==> src/rtl/display_scan_ctrl_if.sv <==
// Scan-controller bus: frame/blink controls in, decoder code and digit enables out.
// No backpressure; the controls are level/strobe inputs and the outputs are registered.
interface display_scan_ctrl_if #(
  parameter int NUM_DIGITS = 6
);
  logic [4*NUM_DIGITS-1:0] digits_in;
  logic                    load;
  logic [NUM_DIGITS-1:0]   blink_mask;
  logic                    blink_phase;
  logic [3:0]              num_out;
  logic [NUM_DIGITS-1:0]   dig_sel_n;
  logic                    frame_done;

  modport master (
    output digits_in, load, blink_mask, blink_phase,
    input  num_out, dig_sel_n, frame_done
  );

  modport slave (
    input  digits_in, load, blink_mask, blink_phase,
    output num_out, dig_sel_n, frame_done
  );
endinterface

==> src/rtl/display_scan_ctrl.sv <==
// Multiplexed seven-segment scan with blank gaps, frame-boundary commits and blinking; 1-cycle registered outputs.
// No backpressure: load is always accepted and the last load before a frame wrap wins.
module display_scan_ctrl #(
  parameter int NUM_DIGITS   = 6,
  parameter int SCAN_DIV     = 50000,
  parameter int BLANK_CYCLES = 500
) (
  input  logic                clk,
  input  logic                rst_n,
  display_scan_ctrl_if.slave  bus
);
  localparam int CW = $clog2(SCAN_DIV);
  localparam int IW = $clog2(NUM_DIGITS);

  localparam logic [0:0] ST_BLANK = 1'b0;
  localparam logic [0:0] ST_SHOW  = 1'b1;

  localparam logic [CW-1:0] CNT_LAST  = CW'(SCAN_DIV - 1);
  localparam logic [CW-1:0] CNT_BLANK = CW'(BLANK_CYCLES);
  localparam logic [IW-1:0] IDX_LAST  = IW'(NUM_DIGITS - 1);

  logic [CW-1:0]           cnt;
  logic [IW-1:0]           idx;
  logic [0:0]              state;
  logic                    win_end;
  logic                    frame_end;
  logic [3:0]              digit;
  logic [NUM_DIGITS-1:0]   sel_dec;

  logic [4*NUM_DIGITS-1:0] active;
  logic [4*NUM_DIGITS-1:0] pending;
  logic                    pend_valid;
  logic [NUM_DIGITS-1:0]   mask_q;
  logic                    phase_q;

  logic [3:0]              num_q;
  logic [NUM_DIGITS-1:0]   sel_q;
  logic                    done_q;

  // cnt/idx name the scan position that the next edge will present on the outputs.
  always_comb begin
    state     = (cnt < CNT_BLANK) ? ST_BLANK : ST_SHOW;
    win_end   = (cnt == CNT_LAST);
    frame_end = win_end && (idx == IDX_LAST);
    digit     = active[{idx, 2'b00} +: 4];
    sel_dec   = ~(NUM_DIGITS'(1) << idx);
  end

  always_ff @(posedge clk or negedge rst_n) begin
    if (!rst_n) begin
      cnt <= '0;
      idx <= '0;
    end else if (win_end) begin
      cnt <= '0;
      idx <= (idx == IDX_LAST) ? '0 : idx + 1'b1;
    end else begin
      cnt <= cnt + 1'b1;
    end
  end

  // done_q high means the current cycle is the last of the frame, so this edge is the frame wrap.
  always_ff @(posedge clk or negedge rst_n) begin
    if (!rst_n) begin
      active     <= '1;
      pending    <= '1;
      pend_valid <= 1'b0;
    end else if (done_q) begin
      if (bus.load) begin
        active     <= bus.digits_in;
        pend_valid <= 1'b0;
      end else if (pend_valid) begin
        active     <= pending;
        pend_valid <= 1'b0;
      end
    end else if (bus.load) begin
      pending    <= bus.digits_in;
      pend_valid <= 1'b1;
    end
  end

  always_ff @(posedge clk or negedge rst_n) begin
    if (!rst_n) begin
      mask_q  <= '0;
      phase_q <= 1'b0;
      num_q   <= 4'hF;
      sel_q   <= '1;
      done_q  <= 1'b0;
    end else begin
      mask_q  <= bus.blink_mask;
      phase_q <= bus.blink_phase;
      done_q  <= frame_end;
      if (state == ST_BLANK) begin
        sel_q <= '1;
        num_q <= 4'hF;
      end else begin
        sel_q <= sel_dec;
        num_q <= (mask_q[idx] && phase_q) ? 4'hF : digit;
      end
    end
  end

  assign bus.num_out    = num_q;
  assign bus.dig_sel_n  = sel_q;
  assign bus.frame_done = done_q;
endmodule

==> src/flat_wrapper.sv <==
// flat-port wrapper written by rule: the top's interface ports become plain ports
module display_scan_ctrl_flat 
#(
  parameter int NUM_DIGITS   = 6,
  parameter int SCAN_DIV     = 50000,
  parameter int BLANK_CYCLES = 500
)
  (clk, rst_n, bus_digits_in, bus_load, bus_blink_mask, bus_blink_phase, bus_num_out, bus_dig_sel_n, bus_frame_done);
  display_scan_ctrl_if #(.NUM_DIGITS(NUM_DIGITS)) bus_i ();
  input  logic clk;
  input  logic rst_n;
  input wire logic [$bits(bus_i.digits_in)-1:0] bus_digits_in;
  input wire logic [$bits(bus_i.load)-1:0] bus_load;
  input wire logic [$bits(bus_i.blink_mask)-1:0] bus_blink_mask;
  input wire logic [$bits(bus_i.blink_phase)-1:0] bus_blink_phase;
  output wire logic [$bits(bus_i.num_out)-1:0] bus_num_out;
  output wire logic [$bits(bus_i.dig_sel_n)-1:0] bus_dig_sel_n;
  output wire logic [$bits(bus_i.frame_done)-1:0] bus_frame_done;
  assign bus_i.digits_in = bus_digits_in;
  assign bus_i.load = bus_load;
  assign bus_i.blink_mask = bus_blink_mask;
  assign bus_i.blink_phase = bus_blink_phase;
  assign bus_num_out = bus_i.num_out;
  assign bus_dig_sel_n = bus_i.dig_sel_n;
  assign bus_frame_done = bus_i.frame_done;
  display_scan_ctrl #(.NUM_DIGITS(NUM_DIGITS), .SCAN_DIV(SCAN_DIV), .BLANK_CYCLES(BLANK_CYCLES)) u_core (.clk(clk), .rst_n(rst_n), .bus(bus_i));
endmodule
==> config.mk <==
export PLATFORM = sky130hd
export DESIGN_NAME = display_scan_ctrl_flat
export DESIGN_NICKNAME = d
export VERILOG_FILES = /design/src/rtl/display_scan_ctrl_if.sv /design/src/rtl/display_scan_ctrl.sv /design/src/flat_wrapper.sv
export SDC_FILE = /design/constraint.sdc
export NUM_CORES = 1
export LEC_CHECK = 0
export BUFFER_PORTS_ARGS = -buffer_cell sky130_fd_sc_hd__clkbuf_2
export CORE_MARGIN = 2
export CORE_UTILIZATION = 45
export CTS_BUF_LIST = sky130_fd_sc_hd__clkbuf_2
export CTS_CLUSTER_SIZE = 28
export DETAILED_ROUTE_END_ITERATION = 10
export PLACE_DENSITY = 0.76
export SLEW_MARGIN = 15
export SYNTH_ARGS = -nofsm -noshare
export SYNTH_HDL_FRONTEND = slang
export SYNTH_SLANG_ARGS = --single-unit
==> constraint.sdc <==
create_clock -name clk -period 1.8 [get_ports clk]
set_input_delay 0 -clock clk [delete_from_list [all_inputs] [get_ports clk]]
set_output_delay 0 -clock clk [all_outputs]
set_load 0.02 [all_outputs]
==> qor.yml <==
run_status:
  outcome: "finished, final reports clean"
critical_path:
  crit_family: "simple AND/OR/NAND/NOR gates"
  worst-r2r-cell-count: 5
  endpoint_kind: "register"
  slowest_delay_ns: 0.46
  critPathBufInv: 0
  crit_arrival_ns: 2.17
  startpoint_type: "register"
  timing.rr.start: "u_core.cnt[0]"
  r2r-end: "u_core.cnt[12]"
  cp_max_fo: 7
  startpoint: "u_core.cnt[0]"
  slowest_stage: "dfrtp_1"
  rrSetupSlack_ns: 0.09
  path_cells: "ha_1 > and3_2 > and4_4 > or4_1 > o21ai_1"
  critPathRequiredTime_ns: 2.26
  path_class: "reg2reg"
synthesis:
  synth-seq-cells: 86
  yosysTopAreaCell: "dfstp_2"
  syn_area_mm2: 0.003795
  synth_fp_nets: 337
  syn-instance-count: 301
  netlist.area_leader.share_pct: 40.16
  postSynthAreaPerCell_um2: 12.61
  synth_warnings: 0
  seq_area_frac_synth_pct: 58.62
  synth_edf_count: 0
  synth_cell_type_count: 41
  async_flop_share_pct: 100.0
  ys.flop_type: "dfstp_2"
  synthTopCellsByArea: "dfstp_2 40%, dfrtp_1 18%, mux2_2 8.6%"
flow_run:
  cap_violations: 0
cells_and_area:
  area_growth_pct: 22.35
  multi_input_area_mm2: 0.001478
  diodes: 0
  drive_above_1_share_pct: 44.73
  seqCellArea_mm2: 0.002225
  fin_cells: 494
  fill_cells: 670
  final_nets: 420
hold_path:
  hold_class: "in2reg"
  hold_depth: 2
  min_to: "u_core.mask_q[3]"
  worstHoldStart: "bus_blink_mask[3]"
power:
  pwr-share-clk_pct: 31.5
  p_sw_share_pct: 22.44
  p_int_mw: 2.669
  pwr-share-comb_pct: 8.3
  power_density_mw_per_mm2: 741.3
  power.switching_mw: 0.7723
  power_frac_seq_pct: 60.2
  ir_worst_vdd_uv: 456.6
  p_leak_nw: 1.998
timing:
  fin_crit_ns: 1.708
  hold_viol: 0
  finalSetupViolations: 0
  slew-limit-headroom_pct: 68.50
  timing.fmax_ghz: 0.5856
  drv_slew: 0
  final.setup.tns_ns: 0
  fin_skew_ns: 0.02172
  worstMarginPinSlew_ns: 0.4726
  rsz0062_at_grt: "no"
  min_period_over_period_pct: 94.87
global_route:
  grt_usage_pct: 17.91
  grt_max_degree: 49
  grt_pass1_wl_mm: 12.28
  grt_remaining_overflow: 0
  grt_pass1_vias: 2675
  antenna_found_initial: 0
cts:
  cts_tree: "built"
  root_buffer: "clkbuf_2"
  ctsLongestPathBuffers: 2
  clkSinkCount: 86
  cts_buffers: 9
  cts.clk_slew.worst_paths_ns: 0.22
  clock_latency_ns: 0.52
  post_cts_buffers: 0
  h-tree-depth: 3
die:
  chipWidth_um: 95.83
  core_mm2: 0.008175
  rows: 33
  boundaryPins: 45
  die_y_um: 95.83
  start_util_pct: 46.42
  die_area_mm2: 0.009183
route:
  wl_mm: 7.294
  first_iter_violations: 106
  vias: 2552
  drtPass1Iterations: 4
  wl_per_cell_um: 14.77
  drt-vias-per-instance: 5.166
  drtAntennaViolNets: 0
  drc: 0
placement:
  portBuffers: 44
  dp_hpwl_mm: 5.006
  placedCellCount: 444
  place_congestion: 0.8550
cells by family (layout without fill, tap and decap cells):
group           count (synthesis)  after routing  synth area share, %
flops                          86             86                58.62
xor+xnor                       12             12                2.770
mux                            59             59                18.17
fa+ha+maj                       2              2               0.6593
simple gates                   84             84                11.61
compound gates                 37             37                5.539
buf+inv                        21            109                2.637
sequential cells by signal, summed over array words and instances, names as in the netlist:
signal and flops:
u_core.active 24, u_core.pending 24, u_core.cnt 16, u_core.bus.dig_sel_n 6, u_core.mask_q 6, u_core.bus.num_out 4
u_core.idx 3, u_core.bus.frame_done 1, u_core.pend_valid 1, u_core.phase_q 1
synth_stat cells (all sizes together), types with 2 or more instances:
| master | count |
|---|---|
| nand3 | 11 |
| dfstp | 58 |
| mux2i | 25 |
| nand2 | 32 |
| nor2b | 3 |
| buf | 12 |
| nor2 | 14 |
| nor4 | 3 |
| xor2 | 5 |
| dfrtp | 28 |
| o21ai | 29 |
| nor3 | 5 |
| a22oi | 4 |
| and2 | 2 |
| ha | 2 |
| xnor2 | 7 |
| nand4 | 5 |
| mux4 | 5 |
| clkbuf | 5 |
| or4 | 2 |
| mux2 | 29 |
| inv | 3 |
per-layer routing:
metal / global-route usage, % / vias up / wire length, um
li1: - / 1217 / -
met3: 4.542 / 14 / 317
met1: 21.60 / 1257 / 3189
met5: 0 / - / 0
met2: 31.00 / 64 / 3637
met4: 6.548 / 0 / 149
worst register-to-register path, delay by kind of cell (launching register included):
| kind | cells | cell delay (ns) |
|---|---|---|
| AO/OA/AOI/OAI | 1 | 0.09 |
| adder cells (fa/ha/maj) | 1 | 0.23 |
| AND/OR/NAND/NOR | 3 | 0.89 |
| flip-flops | 1 | 0.46 |
power by group through the flow:
stage	logic, mW	registers (mW)	clock network (mW)
6_report	0.286	2.07	1.09
4_1_cts	0.291	2.07	1.13
2_1_floorplan	0.125	2.09	0
3_3_place_gp	0.227	2.09	0
3_5_place_dp	0.233	2.10	0
5_1_grt	0.318	2.08	1.21
through the flow:
stage / total power [mW] / hold WS, ns / setup WS [ns] / cell area [um2] / utilization, %
floorplan: 2.214 / -0.2956 / 0.1751 / 3795 / -
global placement: 2.320 / 0.02795 / 0.1525 / 4165 / 50.95
detailed placement: 2.331 / 0.03554 / 0.1159 / 4165 / 50.95
CTS: 3.488 / 0.07270 / 0.07825 / 4642 / 56.78
global route: 3.607 / 0.05914 / 0.04332 / 4643 / 56.80
finish: 3.442 / 0.1181 / 0.09225 / 4643 / 56.80
layout by cell type (no fill, tap or decap), types with 5 or more instances in the layout:
cell           Yosys  routed
dfstp_2           58      58
clkbuf_2           0      53
dlygate4sd3_1      0      34
nand2_1           32      32
mux2_2            29      29
dfrtp_1           28      28
o21ai_0           27      26
mux2i_1           25      25
nor2_1            14      14
nand3_1           11      11
buf_4              0      11
xnor2_1            7       7
mux4_2             5       5
xor2_1             5       5
worst max-delay path by stage:
stage                          end  slack, ns  cells after the start
floorplan           u_core.cnt[12]       0.18                      6
finish              u_core.cnt[12]       0.09                      5
global route        u_core.cnt[12]       0.04                      5
detailed placement  u_core.cnt[12]       0.12                      5
global placement    u_core.cnt[12]       0.15                      5
CTS                 u_core.cnt[12]       0.08                      5
repair_timing:
item | 4_1_cts | 5_1_grt
endpoints found under the setup margin | 0 | 1
hold endpoints to repair | 120 | 0
hold buffers | 34 | 0
gates resized for setup | 0 | 1
area by class of cell:
| class | count | share of cell area [%] |
|---|---|---|
| multi-input cells | 194 | 31.82 |
| clock buffers | 10 | 1.078 |
| repair buffers | 89 | 14.17 |
| well taps | 105 | 2.829 |
| inverters | 4 | 0.3234 |
| clock inverters | 6 | 1.859 |
| flip-flops and latches | 86 | 47.91 |
Power figures use the tool's default switching activity.
